===== src/rtl/mole_round_controller.sv =====
// Whack-a-mole round sequencer: requests a slot from the unique selector, lights that mole,
// scores the player's press and repeats until every slot is used. Optional: WRONG_PENALTY_EN.
module mole_round_controller #(
  parameter int unsigned SHOW_CYCLES = 1000,
  parameter int unsigned GAP_CYCLES  = 200,
  parameter int unsigned REQ_TIMEOUT = 64,
  parameter int unsigned SCORE_W     = 4
) (
  input  logic               clk,
  input  logic               rst,
  input  logic               start,
  input  logic               sel_done,
  input  logic [2:0]         sel_number,
  input  logic               sel_all_selected,
  input  logic [7:0]         btn,
  output logic               req,
  output logic [7:0]         mole_onehot,
  output logic [SCORE_W-1:0] score,
  output logic [SCORE_W-1:0] miss_count,
  output logic               hit_pulse,
  output logic               miss_pulse,
  output logic               busy,
  output logic               game_over,
  output logic               timeout_err
);

  localparam int unsigned MAX_SG   = (SHOW_CYCLES > GAP_CYCLES) ? SHOW_CYCLES : GAP_CYCLES;
  localparam int unsigned MAX_LOAD = (MAX_SG > REQ_TIMEOUT) ? MAX_SG : REQ_TIMEOUT;
  localparam int unsigned CNT_W    = (MAX_LOAD < 2) ? 1 : $clog2(MAX_LOAD);

  // Down-counter loads: the counter expires on the last cycle of each timed phase.
  // The selector window spans REQ_TIMEOUT-1 WAIT_SEL cycles so ERR shows REQ_TIMEOUT cycles after req.
  localparam logic [CNT_W-1:0] SHOW_LOAD = CNT_W'(SHOW_CYCLES - 1);
  localparam logic [CNT_W-1:0] GAP_LOAD  = CNT_W'(GAP_CYCLES - 1);
  localparam logic [CNT_W-1:0] TMO_LOAD  = CNT_W'((REQ_TIMEOUT > 1) ? (REQ_TIMEOUT - 2) : 0);

  typedef enum logic [2:0] {
    S_IDLE,
    S_REQ,
    S_WAIT_SEL,
    S_SHOW,
    S_GAP,
    S_OVER,
    S_ERR
  } state_t;

  state_t             state;
  state_t             state_n;
  logic [CNT_W-1:0]   cnt;
  logic [CNT_W-1:0]   cnt_n;
  logic [7:0]         mole_n;
  logic [SCORE_W-1:0] score_n;
  logic [SCORE_W-1:0] miss_n;
  logic               hit_n;
  logic               miss_pulse_n;
  logic               hit_c;
  logic               wrong_c;
  logic               cnt_zero_c;

  assign hit_c      = |(btn & mole_onehot);
  assign cnt_zero_c = (cnt == '0);

`ifdef WRONG_PENALTY_EN
  assign wrong_c = |(btn & ~mole_onehot);
`else
  assign wrong_c = 1'b0;
`endif

  // Next-state, counter and scoring decisions
  always_comb begin
    state_n      = state;
    cnt_n        = cnt;
    mole_n       = mole_onehot;
    score_n      = score;
    miss_n       = miss_count;
    hit_n        = 1'b0;
    miss_pulse_n = 1'b0;

    case (state)
      S_IDLE: begin
        mole_n = '0;
        if (start) begin
          state_n = S_REQ;
          score_n = '0;
          miss_n  = '0;
        end
      end

      S_REQ: begin
        cnt_n   = TMO_LOAD;
        state_n = S_WAIT_SEL;
      end

      S_WAIT_SEL: begin
        if (sel_done) begin
          mole_n  = 8'b1 << sel_number;
          cnt_n   = SHOW_LOAD;
          state_n = S_SHOW;
        end else if (cnt_zero_c) begin
          state_n = S_ERR;
        end else begin
          cnt_n = cnt - CNT_W'(1);
        end
      end

      S_SHOW: begin
        // A correct press wins over both expiry and a simultaneous wrong press.
        if (hit_c) begin
          hit_n   = 1'b1;
          score_n = (score == '1) ? score : score + SCORE_W'(1);
          mole_n  = '0;
          cnt_n   = GAP_LOAD;
          state_n = S_GAP;
        end else if (wrong_c || cnt_zero_c) begin
          miss_pulse_n = 1'b1;
          miss_n       = (miss_count == '1) ? miss_count : miss_count + SCORE_W'(1);
          mole_n       = '0;
          cnt_n        = GAP_LOAD;
          state_n      = S_GAP;
        end else begin
          cnt_n = cnt - CNT_W'(1);
        end
      end

      S_GAP: begin
        mole_n = '0;
        if (cnt_zero_c) begin
          state_n = sel_all_selected ? S_OVER : S_REQ;
        end else begin
          cnt_n = cnt - CNT_W'(1);
        end
      end

      // Terminal states: only rst leaves, since the selector mask clears only on rst.
      S_OVER: mole_n = '0;
      S_ERR:  mole_n = '0;

      default: begin
        state_n = S_IDLE;
        mole_n  = '0;
      end
    endcase
  end

  // State and registered outputs
  always_ff @(posedge clk or posedge rst) begin
    if (rst) begin
      state       <= S_IDLE;
      cnt         <= '0;
      req         <= 1'b0;
      mole_onehot <= '0;
      score       <= '0;
      miss_count  <= '0;
      hit_pulse   <= 1'b0;
      miss_pulse  <= 1'b0;
      busy        <= 1'b0;
      game_over   <= 1'b0;
      timeout_err <= 1'b0;
    end else begin
      state       <= state_n;
      cnt         <= cnt_n;
      req         <= (state_n == S_REQ);
      mole_onehot <= mole_n;
      score       <= score_n;
      miss_count  <= miss_n;
      hit_pulse   <= hit_n;
      miss_pulse  <= miss_pulse_n;
      busy        <= (state_n == S_REQ) || (state_n == S_WAIT_SEL) ||
                     (state_n == S_SHOW) || (state_n == S_GAP);
      game_over   <= (state_n == S_OVER);
      timeout_err <= (state_n == S_ERR);
    end
  end

endmodule


===== config.mk =====
export PLATFORM = sky130hd
export DESIGN_NAME = mole_round_controller
export DESIGN_NICKNAME = d
export VERILOG_FILES = /design/src/rtl/mole_round_controller.sv
export SDC_FILE = /design/constraint.sdc
export NUM_CORES = 1
export LEC_CHECK = 0
export CAP_MARGIN = 20
export CELL_PAD_IN_SITES_DETAIL_PLACEMENT = 1
export CELL_PAD_IN_SITES_GLOBAL_PLACEMENT = 2
export CORE_MARGIN = 2
export CORE_UTILIZATION = 35
export DETAILED_ROUTE_END_ITERATION = 7
export GPL_ROUTABILITY_DRIVEN = 0
export PLACE_DENSITY = 0.87
export SYNTH_ARGS = -nofsm -noshare
export SYNTH_HDL_FRONTEND = slang
export SYNTH_SLANG_ARGS = --single-unit

===== constraint.sdc =====
create_clock -name clk -period 6.1 [get_ports clk]
set_input_delay 1.22 -clock clk [delete_from_list [all_inputs] [get_ports clk]]
set_output_delay 1.22 -clock clk [all_outputs]
set_load 0.005 [all_outputs]

# After elaboration in Yosys (flattened, before gate mapping)

Index checks and enable logic that the tools add are counted.
Widths: inputs -> output; s select.

Flip-flop bits (word level): 35
Input port bits: 16
Output and inout bits: 22
Logic and storage cells: 81

Add/subtract/negate cells: 3
Equal/unequal tests: 22
Shift operators: 1
Muxes and demuxes: 30
Bitwise operators: 2
Reduce and logical (&&, ||, !) cells: 12

Operators by type and width:

| kind                  | number |
|---|---|
| $mux 10               | 4 |
| $pmux 10 s4           | 1 |
| $mux 4                | 6 |
| $mux 8                | 3 |
| $pmux 8 s3            | 1 |
| $mux 3                | 7 |
| $eq 3x3->1 const B    | 6 |
| $pmux 3 s6            | 1 |
| $pmux 4 s2            | 2 |
| $ne 2x2->1 const B    | 7 |
| $eq 3x2->1 const B    | 4 |
| $logic_not 10->1      | 1 |
| $sub 10x1->10 const B | 1 |
| $add 4x1->4 const B   | 2 |
| $and 8x8->8           | 1 |
| $eq 4x4->1 const B    | 2 |
| $reduce_or 8->1       | 1 |
| $shl 1x3->8 const A   | 1 |
| $eq 3x1->1 const B    | 2 |
| $mux 1                | 5 |
| $reduce_and 5->1      | 1 |
| $reduce_and 4->1      | 1 |
| $reduce_bool 4->1     | 1 |
| $logic_not 3->1       | 1 |
| other kinds (6)       | 8 |

# Logic depth before layout (Yosys ltp)

Gate-level depths: netlist (run 1).

Word-level depth: 8
Mapped depth: 11
Depth with buffers taken out: 9

# Worst setup path after synthesis (run 1)

Ideal clock, no wire load.

Kind: input port to flip-flop
Start point: in btn[4]
End point: reg miss_count[3]
Library setup time: 125 ps
Data arrival time: 2744 ps
Required time: 5975 ps
Setup slack: 3231 ps
Stages: 5
Buffers on the path: 0
Cell sequence: a22o_4 or4_4 or4_4 nor3_2 a211oi_2

Longest elaborated chain between the ends: 4

RTL lines:

| item                       | RTL line | source |
|---|---|---|
| start: declaration         | 15       | `input logic [7:0] btn,` |
| $and 8x8->8                | 60       | `assign hit_c = \|(btn & mole_onehot);` |
| $reduce_or 8->1            | 60       |  |
| $ne 2x2->1 (no line)       | -        |  |
| $reduce_and 5->1 (no line) | -        |  |
| end signal: assignment     | 165      | `miss_count <= miss_n;` |
| end: declaration           | 19       | `output logic [SCORE_W-1:0] miss_count,` |

Every way passes these cells.
A chain may end at the register's enable or synchronous reset.

# Worst setup path after layout (run 1)

Start point: in btn[4]
End point: reg mole_onehot[6]

Longest elaborated chain between the ends: 4
Elaborated cells on any way between the ends: 6
Classes of those cells: 1 x eq/ne; 2 x mux; 1 x bitwise; 2 x reduce/logical

RTL lines:

| item                                                            | RTL line | source |
|---|---|---|
| $and 8x8->8 (*)                                                 | 60       |  |
| $reduce_or 8->1 (*)                                             | 60       |  |
| $ne 3x3->1 (no line) / $mux 8 (equally long branches)           | -        |  |
| $reduce_and 3->1 (no line) / $pmux 8 s3 (equally long branches) | -        |  |
| end signal: assignment                                          | 163      | `mole_onehot <= mole_n;` |
| end: declaration                                                | 17       | `output logic [7:0] mole_onehot,` |

Mark *: on every way between the ends. The rest lies on a longest branch, timed or not.

==> summary.md, run 1 <==
| Metric | Value |
|---|---|
| VDD IR-drop max | 0.000180 V |
| Via count | 1987 |
| H-tree lvl count | 2 |
| Non-Filler Cell Area, Final | 2690 µm² |
| FP Rows | 28 |
| Unrepaired setup endpoints after global routing | false |
| Initial antenna violation count | 0 |
| Synth top area share | 0.405 |
| Avg Cell Area, Syn | 9.20 µm² |
| Synth Flop Type | dfrtp_1 |
| CTS resizes | 0 |
| Fin crit period | 3.11 ns |
| Asr flop ratio synth | 1.00 |
| Final period utilization | 0.509 |
| Startpoint types | input port |
| DRC | 0 |
| Largest net degree at the start of global routing | 36 |
| DR WL/cell | 17.9 µm |
| Leakage | 1.11 nW |
| Vias per cell | 5.74 |
| CTS Buf Count | 5 |
| Met1 usage | 0.285 |
| I/O Buffers | 37 |
| Post-DRT Antenna Nets | 0 |
| Fin nets | 291 |
| Remaining global-route overflow | 0 |
| Seq/Total Area, Yosys | 0.405 |
| Post-synth EDFFs | 0 |
| Final Hold Viols | 0 |
| Placed Area | 2590 µm² |
| Post-Syn Nets | 256 |
| Hold Crit Class | reg -> reg |
| Area leader, netlist | dfrtp_1 |
| Die W | 82.6 µm |
| CTS tree | yes |
| First-pass GRT wire length | 10400 µm |
| Max clock buf depth | 2 |
| Post-detail-place hpwl | 4550 µm |
| Gr busiest metal | met2 |
| Max-cap viol count | 0 |
| Yosys cell types | 61 |
| Reg2Reg Setup Slack | 3.57 ns |
| Largest cells by area after synthesis | dfrtp_1, nand2_1, mux2i_1 |
| Final slew viol count | 0 |
| Status | finished clean |
| CORE AREA | 5960 µm² |
| Initial Util | 0.363 |
| Post-CTS setup buffer count | 0 |
| Aggregate routed wire length | 6190 µm |
| Worst-margin pin slew | 0.650 ns |
| # diodes | 0 |
| Yosys reg bits | 35 |
| Grt met2 use | 0.309 |
| Syn-to-layout area delta | 24.5% |
| Arr. time, crit path | 3.33 ns |
| CP peak stage delay | 0.63 ns |
| Synth warn | 0 |
| Critical path type | in -> reg |
| CP endpoint kind | flop |
| Overall Global Routing Usage | 0.201 |
| Die height | 82.6 µm |
| Syn Inst Count | 235 |
| Vias in the first global route | 2033 |
| Grt met3 use | 0.0424 |
| Cell Pwr Density | 419 nW/µm² |
| Worst path slowest cell | nor4_4 |
| Clock root buffer master | clkbuf_8 |
| Non-filler cells, final | 346 |
| Crit path required time | 6.33 ns |
| Max_slew headroom | 0.563 |
| Setup_tns | 0 ns |
| DRT Pass-1 Iters | 4 |
| Die area | 6820 µm² |
| Layout Skew | 0.00718 ns |
| Cell chain of the critical path | clkdlybuf4s50_1 -> a22o_4 -> nor4_4 -> a21oi_2 -> nor2_4 -> mux2i_1 |
| Worst-Skew Late Latency | 0.30 ns |
| Starting DRC count in detailed routing | 98 |
| # setup viols final | 0 |
| Dpl cells | 338 |
| Fmax | 322 MHz |
| Layout cell share with drive strength beyond 1 | 0.0996 |
| Worst-path clk slew | 0.08 ns |
| Post-synthesis cell area | 2160 µm² |
| Hold buffer count at cts | 0 |
| CP max FO | 10 |
| Clock sinks | 35 |
| I/O Pins | 38 |
==> metrics by stage <==
stage                     setup slack (ns)  power, mW   util  hold slack (ns)
after CTS                             3.01       1.13  0.452            0.532
final                                 2.99       1.13  0.452            0.535
after floorplan                       3.23      0.751      -            0.489
after global routing                  2.88       1.21  0.452            0.560
after global placement                2.72      0.919  0.435            0.514
after detailed placement              2.68      0.931  0.435            0.513
==> logic make-up (layout without fill, tap and decap cells) <==
| logic type | Yosys count | in the layout | share of synthesized area |
|---|---|---|---|
| AOI/OAI and AO/OA | 63 | 63 | 0.218 |
| xor gates and xnor gates | 6 | 6 | 0.0243 |
| adders and majority gates | 5 | 5 | 0.0289 |
| buffers and inverters | 19 | 55 | 0.0365 |
| DFF | 35 | 35 | 0.405 |
| muxes | 9 | 9 | 0.0422 |
| and+or+nand+nor | 98 | 98 | 0.245 |
==> cell usage after synthesis (3+ instances only) <==
master and count:
a32o_1 3, dfrtp_1 35, a21oi_1 13, xnor2_1 4, clkbuf_1 5, o22ai_1 3
nor2_1 21, and3_1 3, nor3_1 7, nor3_2 3, nand3_1 9, o21ai_0 8
nor4_1 5, mux2i_1 8, nor2b_1 4, ha_1 5, a22o_1 3, buf_2 3
inv_1 7, nand2_1 32, a22oi_1 3
==> worst max-delay path, delay by kind of cell <==
kind                   cells  cell delay (ns)
AOI/OAI and AO/OA          2             0.48
and+or+nand+nor            2             0.97
muxes                      1             0.24
buffers and inverters      1             0.41
==> cells in the final DEF (no fill, tap or decap), drive strengths merged, types with 2 or more instances in the layout <==
cell and n:
nor3 10, nor2b 4, o22a 2, or3b 3, o31ai 2, and3 3, o211ai 2, nand2 32
inv 8, xor2 2, ha 5, nor4 6, nand3 9, dfrtp 35, a31oi 2, a22o 5
clkbuf 7, clkdlybuf4s50 37, a22oi 3, o22ai 3, o21ai 9, mux2i 8, nor2 22, a21o 3
a21oi 14, a221oi 2, or4 4, xnor2 4, a32o 3, a211oi 2
==> power by group <==
part / internal, mW / switching [mW] / total (mW)
registers: 0.297 / 0.103 / 0.400
clock network: 0.103 / 0.0960 / 0.199
logic: 0.234 / 0.295 / 0.529
total: 0.634 / 0.494 / 1.13
==> metal layers <==
| metal | routed length, µm | part of all wire | up-vias |
|---|---|---|---|
| met5 | 0 | 0 | - |
| met4 | 91 | 0.015 | 0 |
| met3 | 246 | 0.040 | 9 |
| met2 | 2900 | 0.47 | 43 |
| met1 | 2940 | 0.48 | 996 |
| li1 | - | - | 939 |
==> worst paths after layout <==
path,start,endpoint,depth (start not counted)
worst max register to register,cnt[0],cnt[0],9
worst max-delay path,btn[4],mole_onehot[6],6
max in group asynchronous,rst,cnt[7],3
worst min-delay path,cnt[8],cnt[8],1
min in group asynchronous,rst,score[0],3
worst min register to register,cnt[8],cnt[8],1
==> flip-flops by register name, summed over array words and instances (netlist names), 3 cells and up <==
name         cells
cnt             10
miss_count       4
mole_onehot      8
score            4
state            3
==> cell type report <==
| cell class | instances | area [µm²] |
|---|---|---|
| clock buffer | 7 | 96.3 |
| sequential | 35 | 876 |
| timing repair buffer | 38 | 378 |
| fill | 706 | 3260 |
| tap | 75 | 93.8 |
| inverter | 9 | 33.8 |
| multi-input combinational | 181 | 1210 |
| clock inverter | 1 | 7.51 |
No activity file was read; power rests on OpenSTA's default activity.
==> run 2, diff against run 1 <==
--- a/config.mk
+++ b/config.mk
@@ -9,10 +9,10 @@
 export CELL_PAD_IN_SITES_DETAIL_PLACEMENT = 1
 export CELL_PAD_IN_SITES_GLOBAL_PLACEMENT = 2
 export CORE_MARGIN = 2
-export CORE_UTILIZATION = 35
+export CORE_UTILIZATION = 32
 export DETAILED_ROUTE_END_ITERATION = 7
 export GPL_ROUTABILITY_DRIVEN = 0
-export PLACE_DENSITY = 0.87
+export PLACE_DENSITY = 0.81
 export SYNTH_ARGS = -nofsm -noshare
 export SYNTH_HDL_FRONTEND = slang
 export SYNTH_SLANG_ARGS = --single-unit
==> constraint.sdc (replaced) <==
create_clock -name clk -period 3.19 [get_ports clk]
set_input_delay 0.638 -clock clk [delete_from_list [all_inputs] [get_ports clk]]
set_output_delay 0.638 -clock clk [all_outputs]
set_load 0.005 [all_outputs]
==> summary.md, run 2 (synthesis gave the netlist of run 1 again) <==
| Metric | Value |
|---|---|
| Syn-to-layout area delta | 26.0% (was 24.5%) |
| Final slew viol count | 0 (unchanged) |
| Clock sinks | 35 (unchanged) |
| Via count | 1952 (was 1987) |
| Vias in the first global route | 2108 (was 2033) |
| Worst-margin pin slew | 0.654 ns (was 0.650 ns) |
| Die area | 7430 µm² (was 6820 µm²) |
| Most frequent cells in the layout | clkdlybuf4s50_1, dfrtp_1, nand2_1, nor2_1, a21oi_1 (unchanged) |
| Post-CTS setup buffer count | 0 (unchanged) |
| H-tree lvl count | 2 (unchanged) |
| Aggregate routed wire length | 6270 µm (was 6190 µm) |
| Startpoint types | flop (was input port) |
| # setup viols final | 0 (unchanged) |
| Fin nets | 295 (was 291) |
| Max clock buf depth | 2 (unchanged) |
| Max-cap viol count | 0 (unchanged) |
| Post-detail-place hpwl | 4640 µm (was 4550 µm) |
| Largest net degree at the start of global routing | 36 (unchanged) |
| Hold_sp | cnt[8] (unchanged) |
| Vias per cell | 5.55 (was 5.74) |
| Largest Register | cnt (unchanged) |
| DR WL/cell | 17.8 µm (was 17.9 µm) |
| CP max FO | 13 (was 10) |
| Hold buffer count at cts | 0 (unchanged) |
| Top Registers | cnt (10), mole_onehot (8) (unchanged) |
| CORE AREA | 6460 µm² (was 5960 µm²) |
| I/O Buffers | 37 (unchanged) |
| Final Worst Setup Slack | 0.614 ns (was 2.99 ns) |
| DRT Pass-1 Iters | 4 (unchanged) |
| Layout cell share with drive strength beyond 1 | 0.113 (was 0.0996) |
| I/O Pins | 38 (unchanged) |
| # diodes | 0 (unchanged) |
| Final period utilization | 0.808 |
| Setup_tns | 0 ns (unchanged) |
| Hold slack | 0.540 ns (was 0.535 ns) |
| Layout Skew | 0.00650 ns (was 0.00718 ns) |
| FP Rows | 29 (was 28) |
| Non-Filler Cell Area, Final | 2730 µm² (was 2690 µm²) |
| CP endpoint kind | flop (unchanged) |
| Leakage | 1.13 nW (was 1.11 nW) |
| Met1 usage | 0.235 (was 0.285) |
| Hold Crit Class | reg -> reg (unchanged) |
| Unrepaired setup endpoints after global routing | false (unchanged) |
| Crit path required time | 3.37 ns (was 6.33 ns) |
| Worst-path clk slew | 0.08 ns (about the same) |
| Post-DRT Antenna Nets | 0 (unchanged) |
| Arr. time, crit path | 2.75 ns (was 3.33 ns) |
| Launch point of the worst path | cnt[0] (was btn[4]) |
| Gr busiest metal | met2 (unchanged) |
| Overall Global Routing Usage | 0.180 (was 0.201) |
| Grt met2 use | 0.295 (was 0.309) |
| Largest register FFs | 10 (unchanged) |
| Placed Area | 2620 µm² (was 2590 µm²) |
| Final Hold Viols | 0 (unchanged) |
| Fin crit period | 2.58 ns |
| CTS Buf Count | 5 (unchanged) |
| Die height | 86.2 µm (was 82.6 µm) |
| CTS resizes | 0 (unchanged) |
| Status | finished clean (unchanged) |
| Fmax | 388 MHz |
| Initial Util | 0.335 (was 0.363) |
| Worst-Skew Late Latency | 0.29 ns (was 0.30 ns) |
| Cell Pwr Density | 799 nW/µm² (was 419 nW/µm²) |
| First-pass GRT wire length | 10500 µm (was 10400 µm) |
| Max_slew headroom | 0.561 (was 0.563) |
| DP Worst Slack | 0.374 ns (was 2.68 ns) |
| Initial antenna violation count | 0 (unchanged) |
| VDD IR-drop max | 0.000227 V (was 0.000180 V) |
| Starting DRC count in detailed routing | 68 (was 98) |
| Clock root buffer master | clkbuf_8 (unchanged) |
| Critical path type | reg -> reg (was in -> reg) |
| CTS tree | yes (unchanged) |
| Remaining global-route overflow | 0 (unchanged) |
| Die W | 86.2 µm (was 82.6 µm) |
| Grt met3 use | 0.0333 (was 0.0424) |
| DRC | 0 (unchanged) |
| Total power | 2.18 mW (was 1.13 mW) |
| Reg-to-Reg Start | cnt[0] (unchanged) |
| Commonest non-fill, non-tap cell in the layout | clkdlybuf4s50_1 (unchanged) |
run 2: cell count changes in the layout (fill, tap and decap cells not counted), sizes merged:
| cell | before | now |
|---|---|---|
| buf | 1 | 5 |
run 2: cell type report:
type                            instances  area, µm²
Clock inverter                          1       7.51
Timing Repair Buffer                   42        408
Fill cell                             750       3730
Inverter                                9       33.8
Multi-Input combinational cell        181       1210
Tap cell                               77       96.3
Sequential cell                        35        876
Clock buffer                            7       96.3
run 2: worst max-delay path, stage by stage, from the launching register on:
cell	delay, ns
dfrtp_1	0.45
inv_1	0.14
ha_1	0.17
nor4b_4	0.26
and3_1	0.40
inv_2	0.21
ha_1	0.31
a22oi_1	0.15
nor2_1	0.05
or3_1	0.31
run 2: per-layer routing:
layer,up-vias,wire [µm]
li1,947,-
met1,970,3020
met2,28,2960
met3,7,197
met4,0,94
met5,-,0
run 2: report_power, final:
part           switching [mW]  total (mW)  internal (mW)
registers               0.168       0.736          0.569
logic                   0.594        1.06          0.471
clock network           0.180       0.376          0.197
total                   0.941        2.18           1.24
run 2: final timing paths:
path	end	slack, ns	cells after the start
worst min-delay path	cnt[8]	0.54	1
worst max-delay path	cnt[0]	0.61	9
max in group asynchronous	cnt[6]	2.11	3
worst max register to register	cnt[0]	0.61	9
worst min register to register	cnt[8]	0.54	1
min in group asynchronous	score[2]	0.74	3
run 2: through the flow:
| step | instances | utilization |
|---|---|---|
| after CTS | 352 | 0.422 |
| after floorplan | 235 | - |
| after global routing | 352 | 0.422 |
| after detailed placement | 344 | 0.406 |
| after global placement | 344 | 0.406 |
| final | 352 | 0.422 |
